## src/rtl/arm_regfile_sb.sv

```systemverilog
// ---------------------------------------------------------------------------
// arm_regfile_sb
//   Multi-read-port register file with a per-register pending-write
//   scoreboard. ID reads operands through rd_addr/rd_data and uses rd_busy to
//   stall on RAW hazards; issue logic marks destinations pending with
//   issue_en/issue_dest; WB writes results and retires one pending count.
//
//   Optional feature macro: REGFILE_FWD_EN
//     defined   - a same-cycle write-back to a read address is forwarded to
//                 rd_data, and rd_busy is cleared when that write-back
//                 retires the last outstanding count.
//     undefined - reads see stored state only; rd_busy is purely registered.
//
// Ports
//   clk         rising-edge clock
//   rst         asynchronous, active-high reset
//   rd_addr     NUM_RD x 4-bit read addresses (port p at [4p+3:4p])
//   rd_data     NUM_RD x DATA_W read data (port p at [DATA_W*p +: DATA_W])
//   rd_busy     per-port: addressed register has an outstanding write
//   wb_en       write-back enable
//   wb_addr     write-back destination
//   wb_data     write-back value
//   issue_en    an issued instruction will write issue_dest
//   issue_dest  destination being marked pending
//   issue_full  pending counter of issue_dest is saturated; issue not counted
//   pend_map    bit i set while register i has outstanding writes
//
// Addresses >= NUM_REGS are outside the file: reads return 0 and not busy,
// writes and issues to them are ignored.
// ---------------------------------------------------------------------------
`timescale 1ns/1ps

module arm_regfile_sb #(
    parameter int DATA_W   = 32,
    parameter int NUM_REGS = 15,
    parameter int NUM_RD   = 2,
    parameter int PEND_W   = 2,
    parameter int INIT_IDX = 1
) (
    input  logic                     clk,
    input  logic                     rst,
    input  logic [NUM_RD*4-1:0]      rd_addr,
    output logic [NUM_RD*DATA_W-1:0] rd_data,
    output logic [NUM_RD-1:0]        rd_busy,
    input  logic                     wb_en,
    input  logic [3:0]               wb_addr,
    input  logic [DATA_W-1:0]        wb_data,
    input  logic                     issue_en,
    input  logic [3:0]               issue_dest,
    output logic                     issue_full,
    output logic [NUM_REGS-1:0]      pend_map
);

    localparam logic [PEND_W-1:0] CNT_MAX    = '1;
    localparam logic [PEND_W-1:0] CNT_ONE    = PEND_W'(1);
    localparam logic [4:0]        NUM_REGS_L = 5'(NUM_REGS);

    logic [DATA_W-1:0] regs_q [NUM_REGS];
    logic [DATA_W-1:0] regs_d [NUM_REGS];
    logic [PEND_W-1:0] cnt_q  [NUM_REGS];
    logic [PEND_W-1:0] cnt_d  [NUM_REGS];

    logic                wb_valid;
    logic                issue_valid;
    logic                issue_acc;
    logic [PEND_W-1:0]   issue_cnt;
    logic [NUM_REGS-1:0] wb_sel;    // one-hot: register written this cycle
    logic [NUM_REGS-1:0] iss_sel;   // one-hot: register accepting an issue

    // Decode write-back and issue requests against the implemented registers.
    always_comb begin
        // NOTE: every variable gets a default before any conditional update so
        // no path leaves it unassigned, which would infer a latch.
        wb_sel      = '0;
        iss_sel     = '0;
        issue_cnt   = '0;
        wb_valid    = wb_en && ({1'b0, wb_addr} < NUM_REGS_L);
        issue_valid = issue_en && ({1'b0, issue_dest} < NUM_REGS_L);
        for (int i = 0; i < NUM_REGS; i++) begin
            if (issue_dest == 4'(i)) begin
                issue_cnt = cnt_q[i];
            end
        end
        // A saturated counter refuses the issue; the issuer re-presents it.
        issue_full = issue_valid && (issue_cnt == CNT_MAX);
        issue_acc  = issue_valid && !issue_full;
        for (int i = 0; i < NUM_REGS; i++) begin
            wb_sel[i]  = wb_valid  && (wb_addr    == 4'(i));
            iss_sel[i] = issue_acc && (issue_dest == 4'(i));
        end
    end

    // Next-state: data write plus pending-counter bookkeeping.
    always_comb begin
        for (int i = 0; i < NUM_REGS; i++) begin
            regs_d[i] = regs_q[i];
            cnt_d[i]  = cnt_q[i];
            if (wb_sel[i]) begin
                regs_d[i] = wb_data;
            end
            // Issue and write-back on the same register cancel out.
            if (iss_sel[i] && !wb_sel[i]) begin
                cnt_d[i] = cnt_q[i] + CNT_ONE;
            end else if (wb_sel[i] && !iss_sel[i] && (cnt_q[i] != '0)) begin
                cnt_d[i] = cnt_q[i] - CNT_ONE;
            end
        end
    end

    // Read ports and hazard flags.
    always_comb begin
        rd_data = '0;
        rd_busy = '0;
        for (int p = 0; p < NUM_RD; p++) begin
            for (int i = 0; i < NUM_REGS; i++) begin
                if (rd_addr[4*p +: 4] == 4'(i)) begin
                    rd_data[DATA_W*p +: DATA_W] = regs_q[i];
                    rd_busy[p]                  = (cnt_q[i] != '0);
`ifdef REGFILE_FWD_EN
                    if (wb_sel[i]) begin
                        rd_data[DATA_W*p +: DATA_W] = wb_data;
                        // This write-back retires the last outstanding write.
                        if ((cnt_q[i] == CNT_ONE) && !iss_sel[i]) begin
                            rd_busy[p] = 1'b0;
                        end
                    end
`endif
                end
            end
        end
    end

    always_comb begin
        for (int i = 0; i < NUM_REGS; i++) begin
            pend_map[i] = (cnt_q[i] != '0);
        end
    end

    // NOTE: the register array itself is reset because the architecture
    // defines its power-on contents (index value or zero), not just the
    // scoreboard counters.
    always_ff @(posedge clk or posedge rst) begin
        if (rst) begin
            for (int i = 0; i < NUM_REGS; i++) begin
                // NOTE: state is updated with non-blocking assignments so every
                // flop samples the values from before this edge.
                regs_q[i] <= (INIT_IDX != 0) ? DATA_W'(i) : '0;
                cnt_q[i]  <= '0;
            end
        end else begin
            regs_q <= regs_d;
            cnt_q  <= cnt_d;
        end
    end

endmodule

```

## config.mk

```make
export PLATFORM = sky130hd
export DESIGN_NAME = arm_regfile_sb
export DESIGN_NICKNAME = d
export VERILOG_FILES = /design/src/rtl/arm_regfile_sb.sv
export SDC_FILE = /design/constraint.sdc
export NUM_CORES = 1
export LEC_CHECK = 0
export BUFFER_PORTS_ARGS = -buffer_cell sky130_fd_sc_hd__buf_2
export CELL_PAD_IN_SITES_DETAIL_PLACEMENT = 0
export CELL_PAD_IN_SITES_GLOBAL_PLACEMENT = 1
export CORE_AREA = 2 2 289 291
export DETAILED_ROUTE_END_ITERATION = 8
export DIE_AREA = 0 0 291 293
export HOLD_SLACK_MARGIN = 0.08
export PLACE_DENSITY_LB_ADDON = 0.1
export SLEW_MARGIN = 20
export SYNTH_ARGS = -nofsm -noshare
export SYNTH_HDL_FRONTEND = slang
export SYNTH_SLANG_ARGS = --single-unit
export TNS_END_PERCENT = 100
```

## constraint.sdc

```tcl
create_clock -name clk -period 20.7 [get_ports clk]
set_input_delay 2.07 -clock clk [delete_from_list [all_inputs] [get_ports clk]]
set_output_delay 2.07 -clock clk [all_outputs]
set_load 0.005 [all_outputs]
```

# == Word-level counts from Yosys, hierarchy flattened ==
# Cells that the tools add are included.
# word_totals
register_bits,510
inputBits,52
word_cells,368
# op_classes
mux,105
eq_ne,57
n_reduce_logical,144
magnitude_cmp,2
addsub,30
# op_table
operator,count
32-bit two-way mux,30
"4-bit == test, second input constant",28
2-bit two-way mux,45
1-bit logical AND,79
"4-bit by 3-bit == test with 1-bit output, second input constant",16
2-bit nonzero test,30
"4-bit by 2-bit == test with 1-bit output, second input constant",8
1-bit zero test,31
"2-bit by 1-bit adder with 2-bit output, second input constant",15
1-bit two-way mux,30
"2-bit by 1-bit subtractor with 2-bit output, second input constant",15
"4-bit by 1-bit == test with 1-bit output, second input constant",4
4-bit zero test,4
"4-bit less-than comparator, second input constant",2
"2-bit == test, second input constant",1

# == Longest topological paths before layout ==
# depth
ltp_word,26
mapped_depth,10
depth_no_buf,7

# == Worst setup path before layout ==
# No wires, ideal clock.
# synth_timing
kind,in2out
startpoint,input port rd_addr[0]
endpoint,output port rd_data[17]
path_stages,8
arrival_ns,3.509
path_slack_ns,15.121
path_cell_list,buf_6 -> nor2b_1 -> buf_6 -> a221o_1 -> a222oi_1 -> o22ai_1 -> a221oi_2 -> a311oi_1
# synth_via
elab_chain_cells,16
word_cells_on_any_way,30
# synth_lines
element,line,text
"start, declared",42,"input logic [NUM_RD*4-1:0] rd_addr,"
4-bit zero test,116,if (rd_addr[4*p +: 4] == 4'(i)) begin
32-bit two-way mux (14 in a row),116,
32-bit two-way mux *,116,
"end, declared",43,"output logic [NUM_RD*DATA_W-1:0] rd_data,"
# Every way passes the cells marked *; elsewhere a longest branch is shown, timed or not.

# == Final worst setup path ==
# layout_timing
startpoint,input port rd_addr[0]
endpoint,output port rd_data[9]
# Same word-level chain as after synthesis.

==> impl_summary.log <==
[metrics] worst hold path depth: 2
[metrics] proportion of register bits with asynchronous set or reset after synthesis: 100.0%
[metrics] proportion of synthesized chip area in sequential cells: 44.83%
[metrics] routed wirelength normalized by instance count: 34.54 um
[metrics] post-route setup TNS: 0 ns
[metrics] top-level I/O count: 134
[metrics] routed vias/inst: 6.404
[metrics] total DRC errors in the routed layout: 0
[metrics] clock-pin slew of the registers on the worst-case setup and hold paths: 0.06 ns
[metrics] critical path class: in -> out
[metrics] final period demand of the worst path: 8.098 ns
[metrics] Crit-path slowest cell: sky130_fd_sc_hd__nor2_1
[metrics] RSZ-0062 raised after global routing: false
[metrics] ratio of cells with drive above 1 in the final layout: 25.75%
[metrics] cell-by-cell listing of the critical path: buf_6 -> buf_4 -> nand2b_1 -> nor2_1 -> nand2_1 -> a31oi_1 -> a221oi_1 -> o31ai_1 -> buf_2
[metrics] leading cell types in the layout, fill and taps excluded: sky130_fd_sc_hd__nand2_1 (568), sky130_fd_sc_hd__dfrtp_1 (482), sky130_fd_sc_hd__mux2_2 (368)
[metrics] endpoint of the worst hold path: regs_q[385]
[metrics] final instance count without filler cells: 4077
[metrics] data arrival time of the critical path: 6.03 ns
[metrics] TritonCTS buffer count: 61
[metrics] power density over the cells: 101.5 nW/um2
[metrics] largest net degree at the start of global routing: 160
[metrics] gate count of the mapped netlist: 2921
[metrics] core area: 81850 um2
[metrics] number of hold-slack violations in the final timing report: 0
[metrics] global router's overall resource usage: 32.52%
[metrics] TritonCTS clock tree: yes
[metrics] Main synth FF type: sky130_fd_sc_hd__dfrtp_1
[metrics] crit path capture type: output pin
[metrics] vertical die dimension: 293 um
[metrics] cell area after technology mapping: 28540 um2
[metrics] CTS H-Tree Depth: 2
[metrics] count of antenna-violating nets left after detailed routing: 0
[metrics] maximum ir drop on the vdd rail: 0.00007052 V
[metrics] number of distinct library cell variants in the gate-level netlist after synthesis: 80
[metrics] class of the most critical hold timing path: reg -> reg
[metrics] Post-Route WL: 140800 um
[metrics] total die area: 85260 um2
[metrics] synthesis warning total: 0
[metrics] number of violations reported at the end of detailed-routing iteration 0: 3305
[metrics] Post-synth EDFFs: 0
[metrics] clock latency reported for the late side of the worst-skew pair: 0.66 ns
[metrics] endpoint required time on the critical path: 18.63 ns
[metrics] leakage: 13.93 nW
[metrics] highest cell delay on the worst timing path: 0.84 ns
[metrics] number of cell instances on the worst register-to-register path: 6
[metrics] final number of setup-violating endpoints: 0
[metrics] CTS Buffer Depth: 3
[metrics] number of nets in the layout: 3005
[metrics] initial cell density of the core: 34.87%
[metrics] Port-buffer cells: 133
[metrics] number of antenna violations at the first check in global routing: 6
[metrics] num rows: 105
[metrics] number of resized instances in the post-cts repair step: 0
[metrics] register-to-register path setup slack: 18.51 ns
[metrics] wire length of the first global-routing pass: 199200 um
[metrics] clock tree skew after final layout: 0.02757 ns
[metrics] max-slew headroom at the worst pin: 17.09%
[metrics] Post-DP HPWL: 85250 um
[metrics] count of clock tree sinks: 510
[metrics] hold_buf cts: 0
[metrics] overflow left after global routing: 0
[metrics] cell at the root of the clock tree: sky130_fd_sc_hd__clkbuf_16
[metrics] GP Congestion: 0.8923
[metrics] Worst Max-Slew Pin Slew: 1.239 ns
[metrics] launch point of the worst hold path: regs_q[385]
[metrics] syn_nets: 2973
[metrics] number of slew-limit violations in the final report: 0
[metrics] number of synthesized register bits: 510
[metrics] Reg-to-Reg End: cnt_q[28]
[metrics] startpoint types: input port
[metrics] vias in the first global route: 25667
[metrics] post-synthesis area per instance: 9.772 um2
[metrics] CP Buf/Inv Count: 3
[metrics] x dimension of the die: 291 um
[metrics] post-CTS setup-driven buffer insertion count: 0
[metrics] routed vias: 26111
[metrics] outcome: finished, final reports clean
[metrics] worst flop-to-flop path startpoint: cnt_q[26]
[metrics] maxcap violations: 0
[metrics] most common cell after layout, fill and taps aside: sky130_fd_sc_hd__nand2_1
[metrics] total instance count after detailed placement: 3960
[metrics] number of iterations in the first detailed-routing pass: 6
[metrics] final cycle utilization of the critical path: 39.12%
[metrics] cell family with the largest share of critical-path delay: simple AND/OR/NAND/NOR gates
[metrics] peak fanout along the critical path: 49
[metrics] Area growth, synth to finish: 13.42%
[metrics] highest clock frequency the design can meet: 0.1235 GHz
per-stage QoR:
stage	total power [mW]	hold WS, ns	setup WS, ns	util [%]	cell area [um2]
after CTS	3.284	0.4685	12.75	39.55	32370
after global routing	3.419	0.4785	12.60	39.55	32370
after detailed placement	2.149	0.4588	12.76	37.02	30300
after floorplan	1.849	0.4437	4.433	-	28540
final	3.287	0.4731	12.60	39.56	32370
after global placement	2.133	0.4526	12.62	37.01	30300
report_power, final:
part	switching (mW)	total [mW]	internal [mW]
Combinational	0.382	0.695	0.312
Clock	0.473	1.14	0.663
Sequential	0.222	1.46	1.24
synth_stat cells, types with 41 or more instances:
library cell | n | area (um2)
sky130_fd_sc_hd__nand2_1 | 575 | 2158
sky130_fd_sc_hd__dfrtp_1 | 482 | 12060
sky130_fd_sc_hd__mux2_2 | 368 | 4144
sky130_fd_sc_hd__nor2_1 | 147 | 551.8
sky130_fd_sc_hd__clkbuf_1 | 131 | 491.7
sky130_fd_sc_hd__o21ai_0 | 131 | 655.6
sky130_fd_sc_hd__buf_2 | 89 | 445.4
sky130_fd_sc_hd__a21oi_1 | 73 | 365.4
sky130_fd_sc_hd__a22oi_1 | 68 | 510.5
sky130_fd_sc_hd__o22ai_1 | 65 | 406.6
sky130_fd_sc_hd__mux2i_1 | 61 | 610.6
sky130_fd_sc_hd__o221ai_1 | 49 | 429.2
sky130_fd_sc_hd__nand3_1 | 44 | 220.2
sky130_fd_sc_hd__o21ai_1 | 42 | 210.2
sky130_fd_sc_hd__inv_1 | 41 | 153.9
final cells by class:
class	instances	area (um2)
fillers	8124	49470
multi-input cells	2124	14700
flip-flops and latches	510	12800
clock buffers	103	1876
well taps	1070	1339
repair buffers	213	1296
clock inverters	13	193.9
inverters	43	168.9
diodes	1	2.502
metal layers:
| layer | up-vias | GRT usage [%] | share of wire [%] |
|---|---|---|---|
| met1 | 13447 | 44.72 | 42 |
| met2 | 1541 | 49.12 | 44 |
| met4 | 2 | 15.06 | 5.1 |
| met3 | 372 | 6.732 | 9.1 |
| met5 | - | 0 | 0.0071 |
| li1 | 10749 | - | - |
how the worst max path moves through the flow:
| stage | from | endpoint | cells after the start |
|---|---|---|---|
| 5_1_grt | rd_addr[4] | rd_data[60] | 9 |
| 3_5_place_dp | rd_addr[4] | rd_data[60] | 9 |
| 3_3_place_gp | rd_addr[0] | rd_data[2] | 8 |
| 4_1_cts | rd_addr[4] | rd_data[60] | 9 |
| 6_report | rd_addr[0] | rd_data[9] | 9 |
| 2_1_floorplan | rst | cnt_q[0] | 1 |
cells by family after synthesis:
logic type / synth area share (%)
simple gates: 14.28
mux: 19.18
flops: 44.83
xor+xnor: 0.03069
compound gates: 17.30
buf+inv: 4.375
state kept, by name, summed over array words and instances, names as in the netlist:
signal	flops
regs_q	480
cnt_q	30
worst min-delay path, stage by stage (launching register included):
cell and delay (ns):
sky130_fd_sc_hd__dfstp_2 0.37, sky130_fd_sc_hd__nand2_1 0.05, sky130_fd_sc_hd__nand2_1 0.05
Note: power is estimated with default switching activity, not from simulation.
